### src/rtl/colour_sequencer_pkg.sv
// colour_sequencer_pkg: shared colour codes, FSM states and colour advance helper
package colour_sequencer_pkg;

  localparam logic [2:0] COL_OFF   = 3'b000;
  localparam logic [2:0] COL_FIRST = 3'b001;
  localparam logic [2:0] COL_LAST  = 3'b110;

  typedef enum logic {OFF, RUN} state_t;

  // Next legal colour in the 001..110 cycle; illegal codes recover to the first colour
  function automatic logic [2:0] next_colour(input logic [2:0] c);
    return (c == COL_OFF || c == 3'b111 || c == COL_LAST) ? COL_FIRST : c + 3'd1;
  endfunction

endpackage

### src/rtl/colour_sequencer_button.sv
// button_debounce: synchronises and debounces a raw button, emits press and long-press pulses
module button_debounce #(
  parameter int DEBOUNCE_CYCLES = 16,
  parameter int HOLD_CYCLES     = 100000000
) (
  input  logic clk,
  input  logic rst_n,
  input  logic button,
  output logic press,
  output logic long_press
);

  localparam int DW = $clog2(DEBOUNCE_CYCLES + 1);
  localparam int HW = $clog2(HOLD_CYCLES + 1);
  localparam logic [DW-1:0] D_LAST = DW'(DEBOUNCE_CYCLES - 1);
  localparam logic [HW-1:0] H_LAST = HW'(HOLD_CYCLES - 1);
  localparam logic [HW-1:0] H_MAX  = HW'(HOLD_CYCLES);

  logic [1:0]    sync;
  logic [DW-1:0] db_cnt;
  logic          db;
  logic          db_q;
  logic [HW-1:0] hold_cnt;

  // Two-flop synchroniser for the asynchronous button
  always_ff @(posedge clk or negedge rst_n)
    if (!rst_n) sync <= '0;
    else        sync <= {sync[0], button};

  // Debounced level flips only after DEBOUNCE_CYCLES consecutive disagreeing samples
  always_ff @(posedge clk or negedge rst_n)
    if (!rst_n) begin
      db_cnt <= '0;
      db     <= 1'b0;
    end else if (sync[1] == db) begin
      db_cnt <= '0;
    end else if (db_cnt == D_LAST) begin
      db_cnt <= '0;
      db     <= sync[1];
    end else begin
      db_cnt <= db_cnt + 1'b1;
    end

  // Previous debounced level for rising-edge detection
  always_ff @(posedge clk or negedge rst_n)
    if (!rst_n) db_q <= 1'b0;
    else        db_q <= db;

  // Counts cycles of debounced-high, saturating so the long press fires once per hold
  always_ff @(posedge clk or negedge rst_n)
    if (!rst_n)                 hold_cnt <= '0;
    else if (!db)               hold_cnt <= '0;
    else if (hold_cnt != H_MAX) hold_cnt <= hold_cnt + 1'b1;

  assign press      = db & ~db_q;
  assign long_press = db & (hold_cnt == H_LAST);

endmodule

### src/rtl/colour_sequencer.sv
// colour_sequencer: steps the converter colour code manually or on a timer, long press turns off
module colour_sequencer
  import colour_sequencer_pkg::*;
#(
  parameter int DEBOUNCE_CYCLES = 16,
  parameter int STEP_CYCLES     = 50000000,
  parameter int HOLD_CYCLES     = 100000000
) (
  input  logic       clk,
  input  logic       rst_n,
  input  logic       button,
  input  logic       mode_auto,
  output logic [2:0] colour,
  output logic       enable,
  output logic       step_pulse
);

  localparam int PW = $clog2(STEP_CYCLES);
  localparam logic [PW-1:0] P_LAST = PW'(STEP_CYCLES - 1);

  state_t        state, state_n;
  logic [2:0]    colour_n;
  logic          enable_n;
  logic          step_n;
  logic [PW-1:0] presc, presc_n;
  logic          mode_q;
  logic          press, long_press;
  logic          tc, adv;

  button_debounce #(
    .DEBOUNCE_CYCLES(DEBOUNCE_CYCLES),
    .HOLD_CYCLES    (HOLD_CYCLES)
  ) u_button (
    .clk       (clk),
    .rst_n     (rst_n),
    .button    (button),
    .press     (press),
    .long_press(long_press)
  );

  assign tc  = (state == RUN) && mode_auto && mode_q && (presc == P_LAST);
  assign adv = press || tc;

  // State, outputs, prescaler and last mode sample
  always_ff @(posedge clk or negedge rst_n)
    if (!rst_n) begin
      state      <= OFF;
      colour     <= COL_OFF;
      enable     <= 1'b0;
      step_pulse <= 1'b0;
      presc      <= '0;
      mode_q     <= 1'b0;
    end else begin
      state      <= state_n;
      colour     <= colour_n;
      enable     <= enable_n;
      step_pulse <= step_n;
      presc      <= presc_n;
      mode_q     <= mode_auto;
    end

  // Next state: long press beats any advance; press and terminal count merge into one advance
  always_comb begin
    state_n  = state;
    colour_n = colour;
    enable_n = enable;
    step_n   = 1'b0;
    presc_n  = '0;
    if (state == OFF) begin
      colour_n = COL_OFF;
      enable_n = 1'b0;
      if (press) begin
        state_n  = RUN;
        colour_n = COL_FIRST;
        enable_n = 1'b1;
        step_n   = 1'b1;
      end
    end else if (long_press) begin
      state_n  = OFF;
      colour_n = COL_OFF;
      enable_n = 1'b0;
    end else begin
      presc_n = (mode_auto && mode_q && !adv) ? presc + 1'b1 : '0;
      if (adv) begin
        colour_n = next_colour(colour);
        enable_n = 1'b1;
        step_n   = 1'b1;
      end
    end
  end

endmodule

### config.mk
export PLATFORM = sky130hd
export DESIGN_NAME = colour_sequencer
export DESIGN_NICKNAME = d
export VERILOG_FILES = /design/src/rtl/colour_sequencer_pkg.sv /design/src/rtl/colour_sequencer_button.sv /design/src/rtl/colour_sequencer.sv
export SDC_FILE = /design/constraint.sdc
export NUM_CORES = 1
export LEC_CHECK = 0
export BUFFER_PORTS_ARGS = -buffer_cell sky130_fd_sc_hd__buf_4
export CELL_PAD_IN_SITES_DETAIL_PLACEMENT = 0
export CELL_PAD_IN_SITES_GLOBAL_PLACEMENT = 1
export CORE_AREA = 4 4 112 93
export DETAILED_ROUTE_END_ITERATION = 10
export DIE_AREA = 0 0 116 97
export GPL_ROUTABILITY_DRIVEN = 0
export GPL_TIMING_DRIVEN = 0
export HOLD_SLACK_MARGIN = 0.1
export PLACE_DENSITY = 0.69
export SYNTH_ARGS = -nofsm -noshare
export SYNTH_HDL_FRONTEND = slang
export SYNTH_SLANG_ARGS = --single-unit
### constraint.sdc
create_clock -name clk -period 2.8 [get_ports clk]
set_input_delay 0.56 -clock clk [delete_from_list [all_inputs] [get_ports clk]]
set_output_delay 0.56 -clock clk [all_outputs]
set_load 0.01 [all_outputs]
# After elaboration in Yosys (flattened, before gate mapping)
# Cells that the tools add are included.
dict set report classes {
  add_sub_neg 4
  mul 0
  n_div 0
  n_lt_le_gt_ge 0
  n_eq_ne 9
  n_shift 0
  n_mux 21
  bitwise_logic 4
  reduce_logical 11
}
# op n
set op_table {}
lappend op_table {{26-bit two-way mux} 3}
lappend op_table {{27-bit two-way mux} 2}
lappend op_table {{27-bit by 1-bit adder with 27-bit output, second input constant} 1}
lappend op_table {{27-bit == test, second input constant} 1}
lappend op_table {{27-bit inequality test, second input constant} 1}
lappend op_table {{26-bit by 1-bit adder with 26-bit output, second input constant} 1}
lappend op_table {{26-bit == test, second input constant} 1}
lappend op_table {{3-bit two-way mux} 4}
lappend op_table {{1-bit two-way mux} 10}
lappend op_table {{5-bit two-way mux} 2}
lappend op_table {{3-bit == test, second input constant} 2}
lappend op_table {{5-bit by 1-bit adder with 5-bit output, second input constant} 1}
lappend op_table {{5-bit by 4-bit == test with 1-bit output, second input constant} 1}
lappend op_table {{1-bit logical AND} 5}
lappend op_table {{3-bit by 1-bit adder with 3-bit output, second input constant} 1}
lappend op_table {{3-bit logical NOT} 1}
lappend op_table {{1-bit logical OR} 3}
lappend op_table {{3-bit by 1-bit inequality test with 1-bit output, second input constant} 1}
lappend op_table {{1-bit AND} 2}
lappend op_table {{2-bit inequality test, second input constant} 1}
lappend op_table {{1-bit inverter} 2}
lappend op_table {{2-bit AND reduction} 1}
lappend op_table {{1-bit == test} 1}
lappend op_table {{1-bit logical NOT} 1}
dict set report word_totals {
  ff_bits 69
  latch_bits 0
  mem_bits_rw 0
  romBits 0
  inputBits 4
  output_inout_bits 5
  n_memories 0
}

# Depth between registers and ports, before layout
dict set report depth {
  ltp_word 9
  ltp_mapped 8
  mapped_depth_nobuf 7
}

# By module
# A second synthesis with hierarchy kept.
dict set report unflattened {
  cells_unflattened 350
  area_unflattened_um2 3592.2
}
# module instances cells_each area_per_inst_um2 seq_area_each_um2
set modules_own_cells {}
lappend modules_own_cells {button_debounce 1 171 1866.8 900.9}
lappend modules_own_cells {colour_sequencer 1 179 1725.4 825.8}

# Worst setup path after synthesis
# OpenSTA, ideal clock, no wires.
dict set report synth_path {
  path_type {reg-to-reg}
  from {register presc[10]}
  to {register presc[23]}
  setup_ns 0.119
  t_arrival_ns 2.212
  slack_ns 0.469
  path_stages_with_launch 8
  path_cell_list {dfrtp_1 or4b_1 or4_4 o41ai_4 or3b_1 buf_6 buf_8 nor2_1}
}
dict set report synth_between {
  elab_chain_cells 8
  word_cells_on_any_way 9
  cone_classes {add/sub: 1; eq/ne: 1; mux: 3; reduce/logical: 4}
}
# item line_no
set synth_rtl {}
lappend synth_rtl {{from (decl)} colour_sequencer.sv:25} ;# logic [PW-1:0] presc, presc_n;
lappend synth_rtl {{from (signal assigned)} colour_sequencer.sv:58} ;# presc <= presc_n;
lappend synth_rtl {{parallel branches: the longest is 5 deep, another holds 26-bit by 1-bit adder with 26-bit output} --}
lappend synth_rtl {{26-bit two-way mux *} colour_sequencer.sv:83} ;# presc_n = (mode_auto && mode_q && !adv) ? presc + 1'b1 : '0;
lappend synth_rtl {{26-bit two-way mux *} colour_sequencer.sv:78} ;# end else if (long_press) begin
lappend synth_rtl {{26-bit two-way mux *} colour_sequencer.sv:69} ;# if (state == OFF) begin
lappend synth_rtl {{named net presc_n[23]} colour_sequencer.sv:25}
# Mark *: on every way through the listed nets, which the timed path passes.
# A chain may end at the register's enable or synchronous reset.

# Worst setup path in the final report
dict set report layout_path {
  from {register presc[11]}
  to {register presc[10]}
}
dict set report layout_between {
  elab_chain_cells 8
}
# item line_no
set layout_rtl {}
lappend layout_rtl {{26-bit == test} colour_sequencer.sv:41} ;# assign tc = (state == RUN) && mode_auto && mode_q && (presc == P_LAST);
lappend layout_rtl {{1-bit logical AND} colour_sequencer.sv:41}
lappend layout_rtl {{1-bit logical OR} colour_sequencer.sv:42} ;# assign adv = press || tc;
lappend layout_rtl {{1-bit logical NOT} colour_sequencer.sv:83}
lappend layout_rtl {{1-bit logical AND} colour_sequencer.sv:83}
lappend layout_rtl {{26-bit two-way mux} colour_sequencer.sv:83}
lappend layout_rtl {{26-bit two-way mux} colour_sequencer.sv:78}
lappend layout_rtl {{26-bit two-way mux} colour_sequencer.sv:69}
lappend layout_rtl {{named net presc_n[10]} colour_sequencer.sv:25}
# The timed path passes the listed nets, and every way through them passes these cells.

==> key figures <==
Outcome
  – Status: finished clean

Timing
  – Worst-margin pin slew: between 0.8 and 0.9 ns
  – Slew Limit Fails: 0
  – Final WS setup: 0.199 ns
  – Final min period: 2.60 ns
  – Final setup skew: 0.00895 ns
  – RSZ-0062 raised after global routing: no
  – Final Hold Vio Count: 0
  – Fin crit share: 92.9%
  – Rel. slew slack: 41.8%
  – Setup TNS: 0 ns
  – Setup Viol. Count Final: 0
  – Fmax: 0.385 GHz

Worst setup path
  – Critical Path Sink Type: flop
  – CP max-delay cell: or4b_1
  – CP bufs+invs: 2
  – Cell family with the largest share of critical-path delay: simple AND/OR/NAND/NOR gates
  – WS Path Type: reg -> reg
  – Slowest stage delay, CP: 0.54 ns
  – Crit Path Max Fanout: 10
  – CP arrival: 2.81 ns
  – Worst EP required: 3.00 ns
  – Startpoint Class: flop
  – CP cell instances: or4b_1, or4_4, o41ai_4, or3b_1, buf_6, buf_8, nor2_1

Power and ir drop
  – Worst IR Drop VDD: between 0.2 and 0.25 mV
  – Pwr Density: 553 mW/mm2
  – Leak: 1.75 nW

Drt
  – Routed vias/inst: 4.95
  – Final wirelength: 6510 um
  – DR vias: 2352
  – Residual DRC: 0
  – Drt pass-1 iters: 4
  – DR WL/cell: about 14 um
  – DRT iter0 DRCs: 179
  – Post-route ant nets: 0

Cells and area
  – Nets: 362
  – Antenna cells: 0
  – Area added between synthesis and finish: 14.9%
  – Layout cells sized above 1: 8.43%
  – Fillers: 908

Placement
  – Dpl hpwl: roughly 4400 um
  – IO Port Bufs: 8
  – Pre-CTS setup slack: ~0.19 ns

Global routing
  – Largest net degree at the start of global routing: 70
  – Initial antenna violation count: 0
  – First-pass GRT wire length: 11700 um
  – Vias in the first global route: around 2400
  – Grt ovf: 0
  – All-layer global routing usage: 13.0%

Synth
  – Post-synth EDFFs: 0
  – Synth top area share: 50.3%
  – Top-count cell post-synth: dfrtp_1
  – Synth area leader: dfrtp_1
  – Mapped Nets: 343
  – Post-synth top cells: dfrtp_1 (69), nor2_1 (37), xor2_1 (34)
  – Top post-synthesis cells by area: dfrtp_1 (50%), xor2_1 (8.7%), and2_1 (4.9%)
  – Synth Cell Area: approximately 0.0034 mm2
  – Netlist cell types: 38
  – Top_reg_cell synth: dfrtp_1
  – Syn_area_per_cell: 10.3 um2
  – Seq cells post-synth: 69
  – Yosys warnings: 0
  – Seq/Total Area, Yosys: 50.3%
  – Synth Instances: 332
  – Ys async rst share: 100%

Floorplanning
  – Die area: ~0.011 mm2
  – Starting Density: 36.6%
  – Die Width: about 120 um
  – Height of the die: 97 um
  – # rows: 32
  – Core area: 0.00937 mm2
  – IO Count: 9

CTS
  – CTS resizes: 0
  – Hold_buf cts: 0
  – Clk pin slew, worst setup/hold paths: roughly 0.06 ns
  – Root buf cell: clkbuf_16
  – Num Clock Sinks: 69
  – Clk_lat worst skew: 0.32 ns
  – Setup bufs post-CTS: 0
  – H-tree depth: 3
  – Clock Tree Buf Depth: 2
  – Clock buffer count from CTS: 9
  – CTS tree: yes

Job
  – Max_cap viols: 0

Hold path
  – Worst hold path class: in -> reg
[sequential cells by signal, summed over array words and instances, names as in the netlist]
register and count:
u_button.db 1, u_button.sync 2, u_button.hold_cnt 27, mode_q 1, u_button.db_cnt 5, step_pulse 1, u_button.db_q 1, presc 26
state 1, enable 1, colour 3
[report_power, final]
| part | internal (mW) | total [mW] | leakage [nW] | switching (mW) |
|---|---|---|---|---|
| clock | 0.738 | 1.14 | 0.150 | 0.404 |
| sequential | 1.00 | 1.01 | 0.955 | 0.00388 |
| combinational | 0.00724 | 0.0315 | 0.648 | 0.0242 |
| total | 1.75 | 2.18 | 1.75 | 0.432 |
[placed cells by master, fill, tap and decap left out, types with 2 or more instances in the layout]
master	Yosys	layout
and4_1	5	5
nand2b_1	3	3
nor2b_1	3	3
or3_1	2	2
clkbuf_16	0	9
and3_1	12	12
nor4bb_1	2	2
o21ai_0	5	5
nand3_1	25	25
nand2_1	15	15
nor3_1	8	8
xor2_1	34	34
nor2_1	37	37
mux2_2	2	2
buf_4	0	8
dfrtp_1	69	69
clkbuf_8	0	2
nor4_1	8	8
ha_1	7	7
inv_1	10	10
buf_8	2	2
nand4_1	12	12
a21boi_0	2	2
clkbuf_1	7	9
o21a_1	2	2
xnor2_1	16	16
nor4b_1	4	4
and2_1	27	27
[final timing paths]
path	startpoint	endpoint	slack, ns	cells past startpoint
setup / recovery	presc[11]$_DFF_PN0_	presc[10]$_DFF_PN0_	0.20	7
hold / removal	button	u_button.sync[0]$_DFF_PN0_	0.34	1
setup reg to reg	presc[11]$_DFF_PN0_	presc[10]$_DFF_PN0_	0.20	7
hold reg to reg	u_button.sync[0]$_DFF_PN0_	u_button.sync[1]$_DFF_PN0_	0.36	0
max in group asynchronous	rst_n	u_button.db_cnt[3]$_DFF_PN0_	1.88	1
min in group asynchronous	rst_n	presc[20]$_DFF_PN0_	0.35	1
[cell families (layout without fill, tap and decap cells)]
group           Yosys count  in the layout  synth area share (%)
compound gates           16             16                  3.68
xor+xnor                 50             50                  12.8
fa+ha+maj                 7              7                  2.55
buf+inv                  20             44                  3.06
flops                    69             69                  50.3
mux                       3              3                 0.948
simple gates            167            167                  26.7
[metrics by stage]
step | std cells | util (%) | power, mW | area [um2] | hold slack [ns]
CTS | 475 | 42.1 | 2.22 | 3950 | 0.333
finish | 475 | 42.1 | 2.18 | 3950 | 0.343
detailed placement | 459 | 38.9 | 1.06 | 3640 | 0.338
global route | 475 | 42.1 | 2.27 | 3950 | 0.329
floorplan | 332 | - | 1.03 | 3430 | 0.264
global placement | 459 | 38.9 | 1.06 | 3640 | 0.337
[layer usage]
metal / up-vias / wire length (um) / GRT usage [%] / part of all wire [%]
li1: 1178 / - / - / -
met1: 1139 / 3530 / 19.9 / 54
met2: 31 / 2730 / 17.4 / 42
met3: 4 / 192 / 4.32 / 3.0
met4: 0 / 61 / 3.48 / 0.94
met5: - / 0 / 0 / 0
[final cells by class]
cell class / instances / area, um2 / area share [%]
Sequential cell: 69 / 1730 / 43.8
Multi-Input combinational cell: 243 / 1600 / 40.6
Clock buffer: 13 / 260 / 6.60
Tap cell: 119 / 149 / 3.77
Buffer: 10 / 67.6 / 1.71
Timing Repair Buffer: 8 / 60.1 / 1.52
Clock inverter: 3 / 43.8 / 1.11
Inverter: 10 / 37.5 / 0.951
Power figures use the tool's default switching activity.
